### src/rtl/oflow_MEM_buffer_define.sv
// Shared widths, slot count, state encoding and slot-selection helper
// for the oflow frame buffer writer and reader.
`ifndef OFLOW_MEM_BUFFER_DEFINE_SV
`define OFLOW_MEM_BUFFER_DEFINE_SV

`ifndef TOTAL_FRAME_NUM_WIDTH
`define TOTAL_FRAME_NUM_WIDTH 8
`endif
`ifndef NUM_OF_HISTORY_FRAMES_WIDTH
`define NUM_OF_HISTORY_FRAMES_WIDTH 3
`endif
`ifndef OFFSET_WIDTH
`define OFFSET_WIDTH 5
`endif
`ifndef ADDR_WIDTH
`define ADDR_WIDTH 8
`endif

package oflow_MEM_buffer_define;

    localparam int NUM_SLOTS                   = 5;
    localparam int MAX_LINES_DEFAULT           = 30;
    localparam int SLOT_WIDTH                  = 3;
    localparam int TOTAL_FRAME_NUM_WIDTH       = `TOTAL_FRAME_NUM_WIDTH;
    localparam int NUM_OF_HISTORY_FRAMES_WIDTH = `NUM_OF_HISTORY_FRAMES_WIDTH;
    localparam int OFFSET_WIDTH                = `OFFSET_WIDTH;
    localparam int ADDR_WIDTH                  = `ADDR_WIDTH;

    typedef logic [1:0] state_t;

    localparam state_t idle_st  = 2'd0;
    localparam state_t clear_st = 2'd1;
    localparam state_t write_st = 2'd2;
    localparam state_t done_st  = 2'd3;

    // A depth of 0 behaves as 1; depths above the slot count are clamped so
    // the slot index can never leave the end_pointers array.
    function automatic logic [SLOT_WIDTH-1:0] slot_of(
        input logic [TOTAL_FRAME_NUM_WIDTH-1:0]       frame,
        input logic [NUM_OF_HISTORY_FRAMES_WIDTH-1:0] depth_in
    );
        logic [TOTAL_FRAME_NUM_WIDTH-1:0] depth;
        if (depth_in == '0)
            depth = TOTAL_FRAME_NUM_WIDTH'(1);
        else if (depth_in > NUM_OF_HISTORY_FRAMES_WIDTH'(NUM_SLOTS))
            depth = TOTAL_FRAME_NUM_WIDTH'(NUM_SLOTS);
        else
            depth = TOTAL_FRAME_NUM_WIDTH'(depth_in);
        return SLOT_WIDTH'(frame % depth);
    endfunction

endpackage

`endif

### src/rtl/oflow_fsm_write.sv
// Write-side sequencer of the oflow history frame buffer: picks a slot per
// frame and tracks lines stored per slot. OFLOW_WRITE_OVERFLOW_PROTECT_EN drops excess lines.
module oflow_fsm_write
    import oflow_MEM_buffer_define::*;
#(
    parameter int MAX_LINES_PER_FRAME = MAX_LINES_DEFAULT
) (
    input  logic                                    clk,
    input  logic                                    reset_N,
    input  logic [`TOTAL_FRAME_NUM_WIDTH-1:0]       frame_num,
    input  logic [`NUM_OF_HISTORY_FRAMES_WIDTH-1:0] num_of_history_frames,
    input  logic                                    start_write,
    input  logic                                    data_valid,
    input  logic                                    data_last,
    output logic                                    ready_to_write,
    output logic                                    we,
    output logic [`TOTAL_FRAME_NUM_WIDTH-1:0]       frame_to_write,
    output logic [`OFFSET_WIDTH-1:0]                offset_w,
    output logic [`ADDR_WIDTH-1:0]                  end_pointers [NUM_SLOTS],
    output logic                                    done_write,
    output logic                                    overflow
);

    state_t                  state;
    logic [SLOT_WIDTH-1:0]   slot;
    logic [`OFFSET_WIDTH-1:0] counter;
    logic                    accept;
    logic                    store;

    assign accept = (state == write_st) && data_valid;

`ifdef OFLOW_WRITE_OVERFLOW_PROTECT_EN
    logic full;
    logic overflow_q;

    // Once the slot is full, lines are still consumed but never written.
    assign full     = (counter == `OFFSET_WIDTH'(MAX_LINES_PER_FRAME));
    assign store    = accept && !full;
    assign overflow = overflow_q;
`else
    localparam logic [`OFFSET_WIDTH-1:0] LAST_OFFSET = `OFFSET_WIDTH'(MAX_LINES_PER_FRAME - 1);
    localparam logic [`ADDR_WIDTH-1:0]   MAX_POINTER = `ADDR_WIDTH'(MAX_LINES_PER_FRAME);

    assign store    = accept;
    assign overflow = 1'b0;
`endif

    assign ready_to_write = (state == write_st);
    assign we             = store;
    assign offset_w       = counter;
    assign done_write     = (state == done_st);

    // NOTE: non-blocking assignments throughout, so every register here updates
    // from pre-edge values regardless of statement order.
    always_ff @(posedge clk or negedge reset_N) begin
        if (!reset_N) begin
            state          <= idle_st;
            slot           <= '0;
            counter        <= '0;
            frame_to_write <= '0;
            // NOTE: end_pointers is a small register file, not a RAM, so it is
            // reset explicitly; a slot that was never written must read 0.
            for (int i = 0; i < NUM_SLOTS; i++)
                end_pointers[i] <= '0;
`ifdef OFLOW_WRITE_OVERFLOW_PROTECT_EN
            overflow_q     <= 1'b0;
`endif
        end else begin
            case (state)
                idle_st: begin
                    if (start_write) begin
                        frame_to_write <= frame_num;
                        slot           <= slot_of(frame_num, num_of_history_frames);
                        state          <= clear_st;
                    end
                end
                clear_st: begin
                    end_pointers[slot] <= '0;
                    counter            <= '0;
`ifdef OFLOW_WRITE_OVERFLOW_PROTECT_EN
                    overflow_q         <= 1'b0;
`endif
                    state              <= write_st;
                end
                write_st: begin
                    if (data_valid) begin
`ifdef OFLOW_WRITE_OVERFLOW_PROTECT_EN
                        if (full) begin
                            overflow_q <= 1'b1;
                        end else begin
                            counter            <= counter + 1'b1;
                            end_pointers[slot] <= end_pointers[slot] + 1'b1;
                        end
`else
                        counter <= (counter == LAST_OFFSET) ? '0 : counter + 1'b1;
                        if (end_pointers[slot] != MAX_POINTER)
                            end_pointers[slot] <= end_pointers[slot] + 1'b1;
`endif
                        if (data_last)
                            state <= done_st;
                    end
                end
                done_st: state <= idle_st;
                default: state <= idle_st;
            endcase
        end
    end

endmodule

### config.mk
export PLATFORM = sky130hd
export DESIGN_NAME = oflow_fsm_write
export DESIGN_NICKNAME = d
export VERILOG_FILES = /design/src/rtl/oflow_MEM_buffer_define.sv /design/src/rtl/oflow_fsm_write.sv
export SDC_FILE = /design/constraint.sdc
export NUM_CORES = 1
export LEC_CHECK = 0
export CORE_MARGIN = 2
export CORE_UTILIZATION = 40
export CTS_BUF_LIST = sky130_fd_sc_hd__clkbuf_16
export DETAILED_ROUTE_END_ITERATION = 16
export PLACE_DENSITY = 0.73
export SETUP_SLACK_MARGIN = 0.5
export SLEW_MARGIN = 20
export SYNTH_ARGS = -nofsm -noshare
export SYNTH_HDL_FRONTEND = slang
export SYNTH_SLANG_ARGS = --single-unit
export TNS_END_PERCENT = 1
### constraint.sdc
create_clock -name clk -period 3.9 [get_ports clk]
set_clock_uncertainty 0.15 [all_clocks]
set_input_delay 0.585 -clock clk [delete_from_list [all_inputs] [get_ports clk]]
set_output_delay 0.585 -clock clk [all_outputs]
set_load 0.005 [all_outputs]
# [Yosys cells after proc, flatten, opt, wreduce, memory -nomap -nowiden]
# Index checks and enable logic that the tools add are counted.
# Widths: inputs -> output; s select.
[totals] regBits=58 in_bits=16 out_inout_bits=57 word_cells=56
[classes] addsub=2 div_mod_pow=1 n_lt_le_gt_ge=3 n_eq_ne=9 mux=20 n_bitwise=3 n_reduce_logical=9
[ops] cell="$mux 40" count=2
[ops] cell="$pmux 40 s2" count=1
[ops] cell="$and 40x40->40" count=1
[ops] cell="$bwmux 40" count=1
[ops] cell="$mux 8" count=5
[ops] cell="$not 40->40" count=1
[ops] cell="$bmux 8 s3" count=1
[ops] cell="$demux 8 s3" count=1
[ops] cell="$mux 5" count=2
[ops] cell="$pmux 5 s2" count=1
[ops] cell="$add 8x1->8 const B" count=1
[ops] cell="$mod 8x8->8" count=1
[ops] cell="$ne 8x5->1 const B" count=1
[ops] cell="$pmux 2 s4" count=1
[ops] cell="$mux 2" count=3
[ops] cell="$mux 3" count=2
[ops] cell="$ne 2x2->1 const B" count=3
[ops] cell="$reduce_and 3->1" count=2
[ops] cell="$add 5x1->5 const B" count=1
[ops] cell="$eq 5x5->1 const B" count=1
[ops] cell="$eq 2x2->1 const B" count=2
[ops] cell="$ge 4x4->1 const B" count=1
[ops] cell="$lt 4x1->1 const B" count=1
[ops] cell="$not 3->4" count=1
[ops] cell="other kinds (8)" count=10

# [Depth between registers and ports, before layout]
# Gate-level depths: netlist of run 1.
[logic_depth] depth_word=9 mapped_depth=50 depth_no_buf=49

# [Least setup slack after synthesis of run 1]
# No wires, ideal clock.
[synth_timing] path_type="input port to flip-flop" startpoint="in num_of_history_frames[2]" endpoint="reg slot[0]" setup_ns=0.126 arrival_ns=10.371 path_slack_ns=-6.747 path_stages=44 path_buffers=1 cell_sequence="xor2_1 nand2b_1 inv_1 ha_1 nor3b_1 a2bb2oi_2 ha_1 o21a_1 nor4b_2 a21o_1 ha_1 o22a_4 a21oi_1 ha_1 o21a_1 o21a_1 or2_2 a21oi_1 [... 8 more ...] mux2i_1 ha_1 o21a_1 nor2_1 nor2b_1 nor2_1 inv_1 a2111oi_4 mux2_2 ha_1 and2_1 or4_1 mux2i_1 fa_1 a21o_1 a2111oi_0 nand2b_1 a221o_1"
[synth_between] elab_chain_len=6
[synth_rtl] element="start, declared" line="oflow_fsm_write.sv:11" text="input logic [`NUM_OF_HISTORY_FRAMES_WIDTH-1:0] num_of_history_frames,"
[synth_rtl] element="$gt 3x3->1" line="oflow_MEM_buffer_define.sv:45" text="else if (depth_in > NUM_OF_HISTORY_FRAMES_WIDTH'(NUM_SLOTS))"
[synth_rtl] element="$mux 3" line="oflow_MEM_buffer_define.sv:45"
[synth_rtl] element="$mux 3 *" line="oflow_MEM_buffer_define.sv:43" text="if (depth_in == '0)"
[synth_rtl] element="$mux 8 *" line="oflow_fsm_write.sv:71" text="if (start_write) begin"
[synth_rtl] element="$mux 8 *" line="oflow_fsm_write.sv:69" text="case (state)"
[synth_rtl] element="$mod 8x8->8 *" line="oflow_MEM_buffer_define.sv:49" text="return SLOT_WIDTH'(frame % depth);"
[synth_rtl] element="end signal, assigned" line="oflow_fsm_write.sv:73" text="slot <= slot_of(frame_num, num_of_history_frames);"
[synth_rtl] element="end, declared" line="oflow_fsm_write.sv:25" text="logic [SLOT_WIDTH-1:0] slot;"
# Mark *: on every way between the ends. The rest lies on a longest branch, timed or not. The select of a mux whose other input is x is not followed.
# A chain may end at the register's enable or synchronous reset.

# [Worst setup path in the final report of run 1]
[layout_timing] startpoint="in num_of_history_frames[1]" endpoint="reg slot[0]"
# Same word-level chain as after synthesis.

==> metrics.txt, run 1 <==
fin crit period between 9 and 10 ns; placed cell area 5376 um^2; Area Overhead vs Synth 56.72%; run status complete, but fails checks; Static Leakage 2.713 nW; final worst slack -5.918 ns; H-tree depth 3; post-DP HPWL 8194 um; detailed-route wire length 12400 um; max incr delay on CP 0.45 ns; clock sink count 58; CTS buffer count 9; initial antenna violation count 0; total grt overflow 0; maximum fanout along the worst path 4; post-route ant nets 0; Final Instance Area 6202 um^2; RD Place Congestion 0.8727; vias in the first global route 3849; Synth top area share 36.67%; top post-synthesis cells by area dfrtp_1, ha_1, o21ai_0; number of flops mapped to enable cells by yosys 0; vias per inst 5.359; cell family with most CP delay compound AO/OA/AOI/OAI gates; Crit. End Element flip-flop; Highest Clock Rate 101.9 MHz; Worst Path Required about 4 ns; number of port buffers 71; first-pass GRT wire length 19000 um; Detailed Routing Iterations Pass 1 5; via count 3928; WL/cell 16.91 um; Hold Violations, Final 0; Worst-Skew Late Latency around 0.34 ns; pwr dens 791.4 nW/um^2; largest net degree at the start of global routing 38; flops & latches, synth 58; max_cap viols 0; std cell rows 36; Initial Utilization 40.87%; Synth Warn # 0; post-synth cell types 63; DRC errors left 0; cell taking the most area after synthesis dfrtp_1; VDD IR max 0.0004338 V; Post-synth ARST share 100.0%; most used cell, CP o21a_1; HP Class input pin to asynchronous set/reset pin; RSZ-0062 raised after global routing true; Max Buffers Root-to-Sink 2; CTS tree done; startpoint type of the worst setup path input pin; synthesized net count 466; Core Area 9684 um^2; DIE WIDTH 103.5 um; predominant post-synthesis flop cell dfrtp_1; Synth Cell Area 3958 um^2; Slew @ Worst Pin about 0.9 ns; Avg Cell Area, Syn 9.468 um^2; worst path arrival time 9.88 ns; Die Footprint 10710 um^2; fin nets 643; Ports 73; slowest cell on the critical path or4_4; final setup vio count 3; drt initial violations 231; proportion of layout cells with a drive suffix above 1 between 30% and 40%; gr usage total 23.40%; die height 103.5 um; Pwr Total 0.004908 W; Mapped Cells 418; Slew Viols, Final 0; kind of critical path input pin to flip-flop; failing checks setup timing; Rel. slew slack 39.00%; Root Buffer clkbuf_16; register area share after synthesis 36.67%; Ant. Diodes 0; Final period util 251.7%; Worst-path clk slew 0.06 ns; WP buf/inv 5; hold buffers post-CTS 0
layer usage:
| metal | global-route usage, % | up-vias | wire length, um | part of all wire (%) |
|---|---|---|---|---|
| li1 | - | 1870 | - | - |
| met3 | 4.839 | 25 | 687 | 5.5 |
| met2 | 41.14 | 135 | 6457 | 52 |
| met1 | 28.28 | 1898 | 4947 | 40 |
| met5 | 0 | - | 0 | 0 |
| met4 | 8.401 | 0 | 303 | 2.4 |
cells in the final DEF, fill, tap and decap left out, drive strengths merged, types with 8 or more instances in the layout:
cell           synthesis  layout
a22oi                  9       9
buf                    4     115
clkbuf                13       9
clkdlybuf4s50          0      66
dfrtp                 58      58
ha                    31      31
inv                   15      15
mux2                  22      22
nand2                 59      59
nor2                  22      22
nor2b                 16      16
nor3                  12      12
o21a                   8       8
o21ai                 51      51
layout make-up:
class                   count  area (um^2)
clock buffers               9        225.2
fillers                   740         3482
well taps                 133        166.4
repair buffers            183         1567
clock inverters             7        46.29
flip-flops and latches     58         1451
inverters                  15        58.81
multi-input cells         328         2688
what timing repair did:
item	4_1_cts	5_1_grt
endpoints found under the setup margin	22	35
pin swaps	29	29
buffers inserted	34	12
cloned	0	0
resized for setup	34	16
stage by stage:
stage | setup TNS [ns] | setup WS [ns] | instances | util (%) | hold slack (ns)
global placement | -18.62 | -6.236 | 671 | 55.52 | 0.3181
finish | -17.66 | -5.918 | 733 | 64.04 | 0.2324
global route | -19.21 | -6.419 | 733 | 64.04 | 0.3267
CTS | -17.63 | -5.916 | 721 | 62.11 | 0.2562
detailed placement | -19.88 | -6.635 | 671 | 55.52 | 0.3275
floorplan | -18.03 | -6.050 | 418 | - | 0.1394
synth_stat cells (all sizes together) (7+ instances only):
master	instances
nor2b	16
a22oi	9
o21a	8
xnor2	7
nor2	22
ha	31
dfrtp	58
mux2	22
inv	15
nand2	59
clkbuf	13
o21ai	51
nor3	12
sequential cells by signal, indices dropped and copies added, names as in the netlist:
| name | cells |
|---|---|
| slot | 3 |
| state | 2 |
| end_pointers | 40 |
| offset_w | 5 |
| frame_to_write | 8 |
cells by family after synthesis:
| group | share of synthesized area [%] |
|---|---|
| adders and majority gates | 10.31 |
| buffers and inverters | 3.162 |
| AOI/OAI and AO/OA | 20.42 |
| xor gates and xnor gates | 2.656 |
| other | 0.09476 |
| and+or+nand+nor | 16.95 |
| DFF | 36.67 |
| muxes | 9.738 |
where the power goes:
part | internal (W) | switching [W]
clock network | 0.000427 | 0.000304
logic | 0.00173 | 0.00139
registers | 0.000832 | 0.000224
worst paths after layout:
kind | start | endpoint | slack (ns) | depth (start not counted)
worst max register to register | slot[0] | end_pointers[9] | 0.30 | 11
worst max-delay path | num_of_history_frames[1] | slot[0] | -5.92 | 48
worst min register to register | frame_to_write[1] | frame_to_write[1] | 0.34 | 2
min in group clk | frame_to_write[1] | frame_to_write[1] | 0.34 | 2
worst min-delay path | reset_N | end_pointers[14] | 0.23 | 1
max in group asynchronous | reset_N | end_pointers[9] | 2.51 | 2
worst reg2reg max path: stages (launching register included):
cell and delay (ns):
dfrtp_1 0.65, mux4_2 0.58, nor2b_1 0.15, a31oi_1 0.20, inv_1 0.09, ha_1 0.19, nand3_1 0.06, nor4_1 0.06
o21ai_1 0.21, nor2b_1 0.35, nand3_1 0.39, mux2_2 0.40
No activity file was read; power rests on OpenSTA's default activity.
==> inputs of run 2 (changes only) <==
Settings changed: TNS_END_PERCENT 1 to 30.
==> metrics.txt, run 2 (same netlist as run 1, synthesis figures left out) <==
run status complete, but fails checks; failing checks setup timing; most used cell, CP o21a_1; Worst Reg2Reg Path Length in Cells 10; slowest cell on the critical path or4_4; proportion of layout cells with a drive suffix above 1 between 30% and 40%; Rel. slew slack 39.39%; pwr dens 791.1 nW/um^2; detailed-route wire length ~12000 um; commonest cells after routing, fill and taps aside buf_4, clkdlybuf4s50_1, nand2_1; kind of critical path input pin to flip-flop; Switch Pwr 0.001921 W; Ant. Diodes 0; Area Overhead vs Synth 56.94%; VDD IR max 0.0004346 V; Die Footprint 10710 um^2; Max Buffers Root-to-Sink 2; via count approximately 3900; first-pass GRT wire length 19000 um; fin crit period 9.853 ns; std cell rows 36; Fillers 740; CTS tree done; Detailed Routing Iterations Pass 1 5; Ports 73; final worst slack -5.953 ns; R2R Path End end_pointers[9]; largest net degree at the start of global routing 38; Reg with most FFs end_pointers; startpoint type of the worst setup path input pin; max incr delay on CP about 0.45 ns; worst path arrival time 9.92 ns; Core Area roughly 9700 um^2; sw frac 39.10%; die height 103.5 um; Root Buffer clkbuf_16; WL/cell 16.93 um; Highest Clock Rate 101.5 MHz; RD Place Congestion 0.8727; max reg flops 40; Slew Viols, Final 0; Logic pwr share 63.6%; vias in the first global route 3849; final setup vio count 3; fin cells 734; post-DP HPWL approximately 8200 um; max_cap viols 0; gr usage total 23.40%; Static Leakage between 2 and 3 nW; H-tree depth 3; drt initial violations 228; Cells after DPL 671; cell internal pwr roughly 0.0030 W; initial antenna violation count 0; Final period util 252.6%; R2R setup slack 0.38 ns; Slew @ Worst Pin 0.9091 ns; hold buffers post-CTS 0; HP Class input pin to asynchronous set/reset pin; Initial Utilization 40.87%; CTS buffer count 9; Reg power frac 21.5%; fraction of power consumed by the clock network 14.9%; total grt overflow 0; post-route ant nets 0; vias per inst around 5.4; fin nets 644; commonest non-fill, non-tap cell in the layout buf_4; Worst Path Required 3.96 ns; Pwr Total 0.004913 W; Crit. End Element flip-flop; DRC errors left 0; clock sink count 58; maximum fanout along the worst path 4; number of port buffers 71; RSZ-0062 raised after global routing true; Hold Violations, Final 0; Worst-path clk slew 0.06 ns; reg-to-reg critical path startpoint slot[1]; Worst-Skew Late Latency 0.34 ns; DIE WIDTH 103.5 um
run 2: how the worst max path moves through the flow:
stage	to	depth (start not counted)	slack [ns]	start
final	slot[0]	48	-5.95	num_of_history_frames[1]
after global routing	slot[0]	48	-6.42	num_of_history_frames[1]
after CTS	slot[0]	46	-5.92	num_of_history_frames[2]
after detailed placement	slot[1]	49	-6.64	num_of_history_frames[1]
after global placement	slot[0]	48	-6.24	num_of_history_frames[1]
after floorplan	slot[0]	48	-6.05	num_of_history_frames[1]
run 2: power groups by stage:
stage | Clock, W | Sequential (W) | Combinational, W
after detailed placement | 0 | 0.00106 | 0.00251
after global routing | 0.000762 | 0.00108 | 0.00338
after floorplan | 0 | 0.00100 | 0.00148
after global placement | 0 | 0.00105 | 0.00244
after CTS | 0.000738 | 0.00105 | 0.00282
final | 0.000731 | 0.00106 | 0.00313
run 2: metal layers:
| layer | vias to the layer above | GRT usage [%] | wire length, um | part of all wire, % |
|---|---|---|---|---|
| li1 | 1869 | - | - | - |
| met1 | 1908 | 28.28 | 5021 | 40 |
| met2 | 130 | 41.14 | 6501 | 52 |
| met3 | 25 | 4.839 | 639 | 5.1 |
| met4 | 0 | 8.401 | 266 | 2.1 |
| met5 | - | 0 | 0 | 0 |
run 2: area by class of cell:
type                            count  area, um^2  share of cell area, %
Timing Repair Buffer              184        1574                  25.34
Clock inverter                      7       46.29                 0.7454
Tap cell                          133       166.4                  2.679
Sequential cell                    58        1453                  23.39
Clock buffer                        9       225.2                  3.626
Inverter                           15       58.81                 0.9468
Multi-Input combinational cell    328        2688                  43.27
run 2: metrics by stage:
stage	hold slack [ns]	area [um^2]	util, %	setup TNS (ns)	worst slack (ns)
2_1_floorplan	0.1394	4084	-	-18.03	-6.050
3_3_place_gp	0.3181	5376	55.52	-18.62	-6.236
3_5_place_dp	0.3275	5376	55.52	-19.88	-6.635
4_1_cts	0.2562	6015	62.11	-17.62	-5.917
5_1_grt	0.3264	6211	64.13	-19.19	-6.424
6_report	0.2298	6211	64.13	-17.72	-5.953
run 2: timing repair:
item / CTS / global route
endpoints found under the setup margin: 22 / 35
pin swaps: 30 / 29
buffers inserted: 34 / 13
resized for setup: 34 / 17
run 2: critical path: cells and delay by family:
kind	cells	cell delay [ns]
AOI/OAI and AO/OA	19	3.65
adders and majority gates	8	2.09
and+or+nand+nor	12	2.03
muxes	3	0.74
buffers and inverters	5	0.66
xor gates and xnor gates	1	0.17
==> inputs of run 3 (changes only) <==
Settings changed: CORE_ASPECT_RATIO set to 0.5, SKIP_LAST_GASP set to 1.
==> metrics.txt, run 3 (same netlist as run 1, synthesis figures left out) <==
std cell rows 25; VDD IR max about 0.00032 V; cell family with most CP delay compound AO/OA/AOI/OAI gates; setup_tns -18.68 ns; max_cap viols 0; H-tree depth 3; Final period util 260.7%; Initial Utilization 41.48%; run status complete, but fails checks; RD Place Congestion between 0.9 and 1; worst path arrival time around 10 ns; number of port buffers 71; commonest cells after routing, fill and taps aside buf_4, clkdlybuf4s50_1, nand2_1, dfrtp_1, o21ai_0; via count 3817; gr usage total 21.95%; Fillers 755; Crit. End Element flip-flop; Max Buffers Root-to-Sink 2; Hold Violations, Final 0; maximum fanout along the worst path 4; pwr dens 791.3 nW/um^2; Pwr Total 0.004819 W; die height 74.34 um; Ports 73; WP buf/inv 5; CTS buffer count 9; vias in the first global route 3763; fin nets approximately 620; placed cell area about 5500 um^2; drt initial violations 351; largest net degree at the start of global routing 41; Worst-path clk slew ~0.05 ns; HP Class input pin to asynchronous set/reset pin; Cells after DPL around 680; Slew @ Worst Pin 0.9028 ns; Worst Path Required ~4.0 ns; post-route ant nets 0; startpoint type of the worst setup path input pin; R2R Path End end_pointers[29]; slowest cell on the critical path or4_4; post-DP HPWL 8314 um; Logic pwr share 59.4%; CTS tree done; hold buffers post-CTS 0; commonest non-fill, non-tap cell in the layout buf_4; failing checks setup timing; Final Instance Area 6090 um^2; Static Leakage roughly 2.7 nW; sw frac a little under two fifths; max incr delay on CP 0.54 ns; DIE WIDTH 144.7 um; Slew Viols, Final 0; max reg flops 40; fraction of power consumed by the clock network between 10% and 20%; Worst Reg2Reg Path Length in Cells 12; Worst-Skew Late Latency 0.33 ns; reg-to-reg critical path startpoint slot[0]; cell internal pwr 0.003018 W; fin crit period 10.17 ns; Rel. slew slack 39.81%; detailed-route wire length 11820 um; worst hold margin roughly 0.24 ns; Ant. Diodes 0; Highest Clock Rate 98.35 MHz; final worst slack -6.268 ns; vias per inst 5.346; Area Overhead vs Synth 53.87%; clock sink count 58; final setup vio count 3; Root Buffer clkbuf_16; WL/cell around 17 um; Reg with most FFs end_pointers; first-pass GRT wire length 18420 um; initial antenna violation count 0; Die Footprint around 11000 um^2; total grt overflow 0; fin cells just over 700; Switch Pwr 0.001801 W; Detailed Routing Iterations Pass 1 5; Core Area 9540 um^2; R2R setup slack 0.28 ns; kind of critical path input pin to flip-flop; DRC errors left 0; Reg power frac between 20% and 30%; RSZ-0062 raised after global routing true; proportion of layout cells with a drive suffix above 1 a little under a third
==> run 3: worst register-to-register path, stage by stage, from the launching register on <==
cell,delay (ns)
dfrtp_1,0.61
mux4_2,0.56
nor2b_1,0.14
a31oi_1,0.18
inv_1,0.11
ha_1,0.20
nand3_1,0.08
nor4_1,0.06
o21ai_1,0.21
nor2b_2,0.33
nand3b_1,0.32
and2_1,0.34
o21ai_0,0.23
==> run 3: layout make-up <==
class / instances / area, um^2 / share of cell area [%]
repair buffers: 162 / 1404 / 23.05
clock inverters: 7 / 110.1 / 1.808
inverters: 15 / 58.81 / 0.9657
multi-input cells: 328 / 2671 / 43.87
flip-flops and latches: 58 / 1451 / 23.83
clock buffers: 9 / 225.2 / 3.698
well taps: 135 / 168.9 / 2.774
==> run 3: through the flow <==
| stage | util (%) | setup WS (ns) |
|---|---|---|
| 6_report | 63.83 | -6.268 |
| 5_1_grt | 63.83 | -6.743 |
| 4_1_cts | 61.42 | -6.307 |
| 3_5_place_dp | 57.25 | -6.686 |
| 3_3_place_gp | 57.25 | -6.275 |
| 2_1_floorplan | - | -6.050 |
==> run 3: timing repair <==
item / 4_1_cts / 5_1_grt
setup buffers: 3 / 11
pin swaps: 2 / 28
resized for setup: 8 / 34
endpoints found under the hold margin: 0 / 0
endpoints found under the setup margin: 20 / 42
==> run 3: how the worst max path moves through the flow <==
stage / from / endpoint / slack [ns] / cells past startpoint
4_1_cts: num_of_history_frames[2] / slot[1] / -6.31 / 49
2_1_floorplan: num_of_history_frames[1] / slot[0] / -6.05 / 48
5_1_grt: num_of_history_frames[2] / slot[0] / -6.74 / 49
3_3_place_gp: num_of_history_frames[1] / slot[0] / -6.28 / 48
3_5_place_dp: num_of_history_frames[1] / slot[0] / -6.69 / 48
6_report: num_of_history_frames[2] / slot[0] / -6.27 / 49
==> run 3: metal layers <==
| metal | vias to the layer above | GRT usage, % | part of all wire (%) |
|---|---|---|---|
| met5 | - | 0 | 0 |
| met4 | 0 | 6.472 | 1.4 |
| met3 | 13 | 4.507 | 3.8 |
| met2 | 115 | 39.02 | 51 |
| met1 | 1864 | 27.61 | 43 |
| li1 | 1825 | - | - |
==> run 3: power by group through the flow <==
| stage | Combinational [W] | Clock, W | Sequential, W |
|---|---|---|---|
| after floorplan | 0.00148 | 0 | 0.00100 |
| after global placement | 0.00257 | 0 | 0.00105 |
| after detailed placement | 0.00264 | 0 | 0.00106 |
| after CTS | 0.00271 | 0.000897 | 0.00106 |
| after global routing | 0.00311 | 0.000927 | 0.00109 |
| final | 0.00286 | 0.000891 | 0.00106 |
